**config.mk**
```make
export PLATFORM = sky130hd
export DESIGN_NAME = gpr_file_sb_flat
export DESIGN_NICKNAME = d
export VERILOG_FILES = /design/src/rtl/gpr_file_sb_if.sv /design/src/rtl/gpr_file_sb.sv /design/src/flat_wrapper.sv
export SDC_FILE = /design/constraint.sdc
export NUM_CORES = 1
export LEC_CHECK = 0
export BUFFER_PORTS_ARGS = -buffer_cell sky130_fd_sc_hd__buf_2
export CAP_MARGIN = 20
export CORE_AREA = 8 8 361 257
export DETAILED_ROUTE_END_ITERATION = 10
export DIE_AREA = 0 0 369 265
export PLACE_DENSITY = 0.63
export SYNTH_ARGS = -nofsm -noshare
export SYNTH_HDL_FRONTEND = slang
export SYNTH_SLANG_ARGS = --single-unit
```
**constraint.sdc**
```tcl
create_clock -name clock -period 6.1 [get_ports clock]
set_input_delay 0.305 -clock clock [delete_from_list [all_inputs] [get_ports clock]]
set_output_delay 0.305 -clock clock [all_outputs]
set_load 0.01 [all_outputs]
```
**src/rtl/gpr_file_sb_if.sv**
```systemverilog
// gpr_file_sb_if: bus bundle for the scoreboarded general-purpose register file.
//
// The master side is the pipeline: decode/issue drives the read addresses,
// rd_en and lock requests, and execute/writeback drives the X/Y write ports.
// The slave side is the register file, which returns registered read data,
// rd_vld, the combinational lock_ack and the busy scoreboard.
//
// Signals:
//   rd_adr_a/b/c, rd_en        read addresses and capture strobe
//   a, b, c, rd_vld            registered read data and validity
//   wr_adr_x/wr_enb_x/x        write port X (wins over Y on the same address)
//   wr_adr_y/wr_enb_y/y        write port Y
//   lock_adr, lock_enb         destination lock request
//   lock_ack                   lock accepted this cycle
//   busy                       per-register busy scoreboard
interface gpr_file_sb_if #(
    parameter int DW    = 32,
    parameter int DEPTH = 16,
    parameter int AW    = 4
);
    logic [AW-1:0]    rd_adr_a;
    logic [AW-1:0]    rd_adr_b;
    logic [AW-1:0]    rd_adr_c;
    logic             rd_en;
    logic [DW-1:0]    a;
    logic [DW-1:0]    b;
    logic [DW-1:0]    c;
    logic             rd_vld;
    logic [AW-1:0]    wr_adr_x;
    logic             wr_enb_x;
    logic [DW-1:0]    x;
    logic [AW-1:0]    wr_adr_y;
    logic             wr_enb_y;
    logic [DW-1:0]    y;
    logic [AW-1:0]    lock_adr;
    logic             lock_enb;
    logic             lock_ack;
    logic [DEPTH-1:0] busy;

    modport master (
        output rd_adr_a, rd_adr_b, rd_adr_c, rd_en,
        output wr_adr_x, wr_enb_x, x, wr_adr_y, wr_enb_y, y,
        output lock_adr, lock_enb,
        input  a, b, c, rd_vld, lock_ack, busy
    );

    modport slave (
        input  rd_adr_a, rd_adr_b, rd_adr_c, rd_en,
        input  wr_adr_x, wr_enb_x, x, wr_adr_y, wr_enb_y, y,
        input  lock_adr, lock_enb,
        output a, b, c, rd_vld, lock_ack, busy
    );
endinterface

```
**src/rtl/gpr_file_sb.sv**
```systemverilog
// gpr_file_sb: parametrised general-purpose register file with two write
// ports (X, Y), three registered read ports (A, B, C) and a per-register
// busy scoreboard driven by a lock/acknowledge handshake.
//
// Ports:
//   clock   rising-edge clock
//   reset   synchronous, active-high; clears registers, read outputs, busy
//   bus     gpr_file_sb_if slave modport (reads, writes, lock, scoreboard)
//
// Parameters:
//   DW      data width
//   DEPTH   number of registers (power of two, 2..64)
//   AW      address width, log2(DEPTH)
//   ZERO_R0 when 1, register 0 reads 0, ignores writes and is never busy
//
// Optional feature (macro GPR_BYPASS_EN): read capture forwards same-cycle
// X/Y write data, and a register written this cycle counts as not busy for
// rd_vld unless it is also lock-accepted in the same cycle.
module gpr_file_sb #(
    parameter int DW      = 32,
    parameter int DEPTH   = 16,
    parameter int AW      = 4,
    parameter int ZERO_R0 = 0
) (
    input  logic         clock,
    input  logic         reset,
    gpr_file_sb_if.slave bus
);

    logic [DW-1:0]    regs [DEPTH];
    logic [DEPTH-1:0] busy_q;
    logic [DEPTH-1:0] wr_hit;
    logic [DEPTH-1:0] lock_set;
    logic [DEPTH-1:0] busy_rd;
    logic             wr_x_ok;
    logic             wr_y_ok;
    logic             lock_ack_c;
    logic [DW-1:0]    a_p0, b_p0, c_p0;
    logic             vld_p0;
    logic [DW-1:0]    a_p1, b_p1, c_p1;
    logic             vld_p1;

    function automatic logic is_zero_reg(input logic [AW-1:0] adr);
        return (ZERO_R0 != 0) && (adr == '0);
    endfunction

    // Writes aimed at a hardwired-zero register are dropped up front so they
    // neither store, forward nor touch the scoreboard.
    assign wr_x_ok = bus.wr_enb_x && !is_zero_reg(bus.wr_adr_x);
    assign wr_y_ok = bus.wr_enb_y && !is_zero_reg(bus.wr_adr_y);

    assign lock_ack_c = bus.lock_enb && !reset &&
                        (is_zero_reg(bus.lock_adr) || !busy_q[bus.lock_adr]);
    assign bus.lock_ack = lock_ack_c;

    // A dropped Y write still lands in wr_hit, so it clears busy like X does.
    always_comb begin
        wr_hit   = '0;
        lock_set = '0;
        for (int n = 0; n < DEPTH; n++) begin
            if (wr_x_ok && (bus.wr_adr_x == AW'(n))) wr_hit[n] = 1'b1;
            if (wr_y_ok && (bus.wr_adr_y == AW'(n))) wr_hit[n] = 1'b1;
            if (lock_ack_c && !is_zero_reg(bus.lock_adr) &&
                (bus.lock_adr == AW'(n))) lock_set[n] = 1'b1;
        end
    end

    // ---- stage p0: read selection (stored state, optionally forwarded) ----
`ifdef GPR_BYPASS_EN
    function automatic logic [DW-1:0] fwd(
        input logic [AW-1:0] adr,
        input logic [DW-1:0] stored,
        input logic          x_ok,
        input logic [AW-1:0] x_adr,
        input logic [DW-1:0] x_dat,
        input logic          y_ok,
        input logic [AW-1:0] y_adr,
        input logic [DW-1:0] y_dat
    );
        if (x_ok && (x_adr == adr)) return x_dat;
        if (y_ok && (y_adr == adr)) return y_dat;
        return stored;
    endfunction

    assign a_p0 = fwd(bus.rd_adr_a, regs[bus.rd_adr_a], wr_x_ok, bus.wr_adr_x,
                      bus.x, wr_y_ok, bus.wr_adr_y, bus.y);
    assign b_p0 = fwd(bus.rd_adr_b, regs[bus.rd_adr_b], wr_x_ok, bus.wr_adr_x,
                      bus.x, wr_y_ok, bus.wr_adr_y, bus.y);
    assign c_p0 = fwd(bus.rd_adr_c, regs[bus.rd_adr_c], wr_x_ok, bus.wr_adr_x,
                      bus.x, wr_y_ok, bus.wr_adr_y, bus.y);
    // Written this cycle -> not busy, unless the same register is also being
    // locked now (a lock can only be accepted on a non-busy register).
    assign busy_rd = (busy_q & ~wr_hit) | (wr_hit & lock_set);
`else
    assign a_p0 = regs[bus.rd_adr_a];
    assign b_p0 = regs[bus.rd_adr_b];
    assign c_p0 = regs[bus.rd_adr_c];
    assign busy_rd = busy_q;
`endif

    assign vld_p0 = !busy_rd[bus.rd_adr_a] && !busy_rd[bus.rd_adr_b] &&
                    !busy_rd[bus.rd_adr_c];

    // ---- stage p1: registered read outputs ----
    always_ff @(posedge clock) begin
        if (reset) begin
            a_p1   <= '0;
            b_p1   <= '0;
            c_p1   <= '0;
            vld_p1 <= 1'b0;
        end else if (bus.rd_en) begin
            a_p1   <= a_p0;
            b_p1   <= b_p0;
            c_p1   <= c_p0;
            vld_p1 <= vld_p0;
        end
    end

    assign bus.a      = a_p1;
    assign bus.b      = b_p1;
    assign bus.c      = c_p1;
    assign bus.rd_vld = vld_p1;

    // Register array: X has priority over Y on a shared address.
    always_ff @(posedge clock) begin
        if (reset) begin
            for (int n = 0; n < DEPTH; n++) regs[n] <= '0;
        end else begin
            for (int n = 0; n < DEPTH; n++) begin
                if (wr_x_ok && (bus.wr_adr_x == AW'(n))) begin
                    regs[n] <= bus.x;
                end else if (wr_y_ok && (bus.wr_adr_y == AW'(n))) begin
                    regs[n] <= bus.y;
                end
            end
        end
    end

    // Scoreboard: a same-cycle lock beats a clearing write.
    always_ff @(posedge clock) begin
        if (reset) begin
            busy_q <= '0;
        end else begin
            busy_q <= (busy_q & ~wr_hit) | lock_set;
        end
    end

    assign bus.busy = busy_q;

endmodule

```
**src/flat_wrapper.sv**
```systemverilog
// flat-port wrapper written by rule: the top's interface ports become plain ports
module gpr_file_sb_flat 
#(
    parameter int DW      = 32,
    parameter int DEPTH   = 16,
    parameter int AW      = 4,
    parameter int ZERO_R0 = 0
)
  (clock, reset, bus_rd_adr_a, bus_rd_adr_b, bus_rd_adr_c, bus_rd_en, bus_wr_adr_x, bus_wr_enb_x, bus_x, bus_wr_adr_y, bus_wr_enb_y, bus_y, bus_lock_adr, bus_lock_enb, bus_a, bus_b, bus_c, bus_rd_vld, bus_lock_ack, bus_busy);
  gpr_file_sb_if #(.DW(DW), .DEPTH(DEPTH), .AW(AW)) bus_i ();
  input  logic clock;
  input  logic reset;
  input wire logic [$bits(bus_i.rd_adr_a)-1:0] bus_rd_adr_a;
  input wire logic [$bits(bus_i.rd_adr_b)-1:0] bus_rd_adr_b;
  input wire logic [$bits(bus_i.rd_adr_c)-1:0] bus_rd_adr_c;
  input wire logic [$bits(bus_i.rd_en)-1:0] bus_rd_en;
  input wire logic [$bits(bus_i.wr_adr_x)-1:0] bus_wr_adr_x;
  input wire logic [$bits(bus_i.wr_enb_x)-1:0] bus_wr_enb_x;
  input wire logic [$bits(bus_i.x)-1:0] bus_x;
  input wire logic [$bits(bus_i.wr_adr_y)-1:0] bus_wr_adr_y;
  input wire logic [$bits(bus_i.wr_enb_y)-1:0] bus_wr_enb_y;
  input wire logic [$bits(bus_i.y)-1:0] bus_y;
  input wire logic [$bits(bus_i.lock_adr)-1:0] bus_lock_adr;
  input wire logic [$bits(bus_i.lock_enb)-1:0] bus_lock_enb;
  output wire logic [$bits(bus_i.a)-1:0] bus_a;
  output wire logic [$bits(bus_i.b)-1:0] bus_b;
  output wire logic [$bits(bus_i.c)-1:0] bus_c;
  output wire logic [$bits(bus_i.rd_vld)-1:0] bus_rd_vld;
  output wire logic [$bits(bus_i.lock_ack)-1:0] bus_lock_ack;
  output wire logic [$bits(bus_i.busy)-1:0] bus_busy;
  assign bus_i.rd_adr_a = bus_rd_adr_a;
  assign bus_i.rd_adr_b = bus_rd_adr_b;
  assign bus_i.rd_adr_c = bus_rd_adr_c;
  assign bus_i.rd_en = bus_rd_en;
  assign bus_i.wr_adr_x = bus_wr_adr_x;
  assign bus_i.wr_enb_x = bus_wr_enb_x;
  assign bus_i.x = bus_x;
  assign bus_i.wr_adr_y = bus_wr_adr_y;
  assign bus_i.wr_enb_y = bus_wr_enb_y;
  assign bus_i.y = bus_y;
  assign bus_i.lock_adr = bus_lock_adr;
  assign bus_i.lock_enb = bus_lock_enb;
  assign bus_a = bus_i.a;
  assign bus_b = bus_i.b;
  assign bus_c = bus_i.c;
  assign bus_rd_vld = bus_i.rd_vld;
  assign bus_lock_ack = bus_i.lock_ack;
  assign bus_busy = bus_i.busy;
  gpr_file_sb #(.DW(DW), .DEPTH(DEPTH), .AW(AW), .ZERO_R0(ZERO_R0)) u_core (.clock(clock), .reset(reset), .bus(bus_i));
endmodule
```
==> reports/metrics.yaml <==
outcome: "finished clean"
setup-violations-final: 0
worstMarginPinSlew_ns: 1.22
yosys_warnings: 0
p_comb_frac: 0.170
fmax_ghz: 0.342
first_global_vias: 29800
clk_latency_ns: 0.63
fin_crit_sh: 0.479
ctsHoldBuffers: 0
grt_max_degree: 95
fp.dieH_um: 265
clkSinkCount: 625
clk_pin_slew_ns: 0.07
critical_path.endpoint_type: "flop"
die_w_um: 369
ir_drop_v: 0.000175
cts_resized: 0
drt_iter0_drc: 5026
hold_violations: 0
syn_area_sq_um: 38000
gr-usage-all-layers: 0.284
cp.arrival_ns: 3.16
routed_wl_um: 144000
ant_nets: 0
cts_inserted_buffers: 67
antenna_found_initial: 3
max_slew_margin: 0.184
fin_util: 0.479
numPortBuffers: 207
final_nets: 3073
start_util: 0.435
dieArea_sq_um: 97800
cp.required_ns: 6.33
cts_root_buffer: "clkbuf_16"
drive_gt1_frac: 0.294
worstPathCellList: "buf_2 -> nand3b_1 -> nor2_2 -> nor2_1 -> nand2_2"
fin_skew_ns: 0.0318
ios: 208
critPathTopFamily: "simple AND/OR/NAND/NOR gates"
overflow: 0
globalplace.congestion: 0.925
power_per_cell_area_nw_per_um2: 268
final_common_cell: "edfxtp_1"
drc: 0
startpoint_type: "input pin"
hold_class: "in -> reg"
cp_slowest_cell: "nor2_2"
critPathKind: "in -> reg"
leakage_uw: 0.0136
crit_buf_inv: 1
viasPerCell: 7.27
seqPwrFrac: 0.470
avgRoutedWirePerCell_um: 34.3
fin_setup_tns_ns: 0
post_cts_buffers: 0
hpwl_um: 89700
grt_setup_unrepaired: "no"
cts_tree: "done"
vias: 30500
area_growth_pct: 10.0
h-tree-depth: 3
ys_ff_latch: 625
synth_cell_type_count: 48
p_int_uw: 8050
final_cell_mix: "edfxtp_1, mux4_2, nor2_1"
syn_area_per_cell_sq_um: 12.6
syn_inst: 3024
layout_min_cycle_time_ns: 2.92
ys_seq_area_frac: 0.465
cap_violations: 0
grt_pass1_wl_um: 207000
power_frac_clock: 0.360
rows: 91
synth_fp_nets: 3118
max_stage_delay_ns: 1.13
slew_violations: 0
clk_path_buf_depth: 3
crit_fanout: 32
p_sw_frac: 0.281
core_sq_um: 87200
p_switching_uw: 3150
drtPass1Iterations: 8
cell usage after synthesis (all sizes together):
| library cell | instances | area, sq um |
|---|---|---|
| mux2i | 4 | 40.0 |
| nand2b | 102 | 638 |
| a22o | 128 | 1120 |
| mux4 | 400 | 9010 |
| o31ai | 1 | 7.51 |
| or3 | 3 | 18.8 |
| nand2 | 249 | 945 |
| dfxtp | 113 | 2260 |
| clkbuf | 253 | 951 |
| o221a | 3 | 33.8 |
| nor3b | 3 | 22.5 |
| and2 | 3 | 18.8 |
| inv | 8 | 30.0 |
| o22ai | 174 | 1090 |
| nand3 | 8 | 40.0 |
| a21oi | 3 | 18.8 |
| edfxtp | 512 | 15400 |
| or2 | 5 | 31.3 |
| nor2 | 338 | 1280 |
| nor2b | 7 | 43.8 |
| or3b | 2 | 17.5 |
| buf | 145 | 811 |
| o221ai | 2 | 17.5 |
| nand4 | 1 | 6.26 |
| a32o | 2 | 20.0 |
| nor4 | 4 | 67.6 |
| nor3 | 21 | 171 |
| a32oi | 2 | 17.5 |
| nor4b | 1 | 8.76 |
| nand3b | 6 | 45.0 |
| a221oi | 96 | 1140 |
| o21ai | 210 | 1050 |
| a22oi | 215 | 1610 |
layout make-up:
cell class	instances	area (sq um)
sequential	625	17600
multi-input combinational	1993	18800
fill	7637	45400
clock inverter	31	233
clock buffer	89	1820
inverter	8	30.0
antenna	2	5.00
tap	1162	1450
timing repair buffer	284	1770
path summary, 6_finish.rpt:
| kind | cells past startpoint | endpoint | slack [ns] | startpoint |
|---|---|---|---|---|
| worst max register to register | 4 | u_core.bus.busy[11] | 3.91 | u_core.bus.busy[11] |
| worst max-delay path | 5 | u_core.regs[6][18] | 3.18 | bus_wr_adr_x[3] |
| worst min-delay path | 3 | u_core.bus.busy[11] | 0.12 | bus_lock_adr[0] |
| worst min register to register | 2 | u_core.bus.c[17] | 0.48 | u_core.bus.c[17] |
routing by layer:
metal  up-vias  GRT usage  share of wire
li1      12000          -              -
met5         -          0       0.000069
met2      2914      0.393           0.42
met4         2     0.0907          0.031
met1     15200      0.395           0.37
met3       372      0.133           0.18
power groups by stage:
| stage | clock network, uW | registers (uW) | logic, uW |
|---|---|---|---|
| after CTS | 4050 | 5240 | 1860 |
| after global placement | 0 | 5290 | 1820 |
| final | 4030 | 5260 | 1910 |
| after global routing | 4190 | 5290 | 1980 |
| after floorplan | 0 | 5250 | 1270 |
| after detailed placement | 0 | 5330 | 1850 |
through the flow:
| stage | cell area [sq um] | power (uW) | hold WS, ns | worst slack [ns] | instances |
|---|---|---|---|---|---|
| after floorplan | 38000 | 6510 | 0.504 | 2.53 | 3024 |
| final | 41800 | 11200 | 0.118 | 3.18 | 4194 |
| after global routing | 41800 | 11500 | 0.131 | 3.21 | 4192 |
| after CTS | 41700 | 11100 | 0.0842 | 3.36 | 4188 |
| after detailed placement | 39600 | 7180 | 0.470 | 2.72 | 4068 |
| after global placement | 39600 | 7110 | 0.469 | 2.77 | 4067 |
registers in the layout, indices dropped and copies added (netlist names):
signal,flops
u_core.bus.b,32
u_core.bus.rd_vld,1
u_core.regs,512
u_core.bus.busy,16
u_core.bus.a,32
u_core.bus.c,32
worst reg2reg max path: stages, from the launching register on:
cell and delay, ns:
dfxtp_1 0.39, mux4_2 0.51, nor4b_1 0.89, nand3_1 0.17, a21oi_1 0.16
kinds of logic after synthesis:
logic type             synth area share
buffers and inverters            0.0472
multiplexers                      0.238
AND/OR/NAND/NOR                  0.0884
flip-flops                        0.465
AO/OA/AOI/OAI                     0.161
Note: power is estimated with default switching activity, not from simulation.
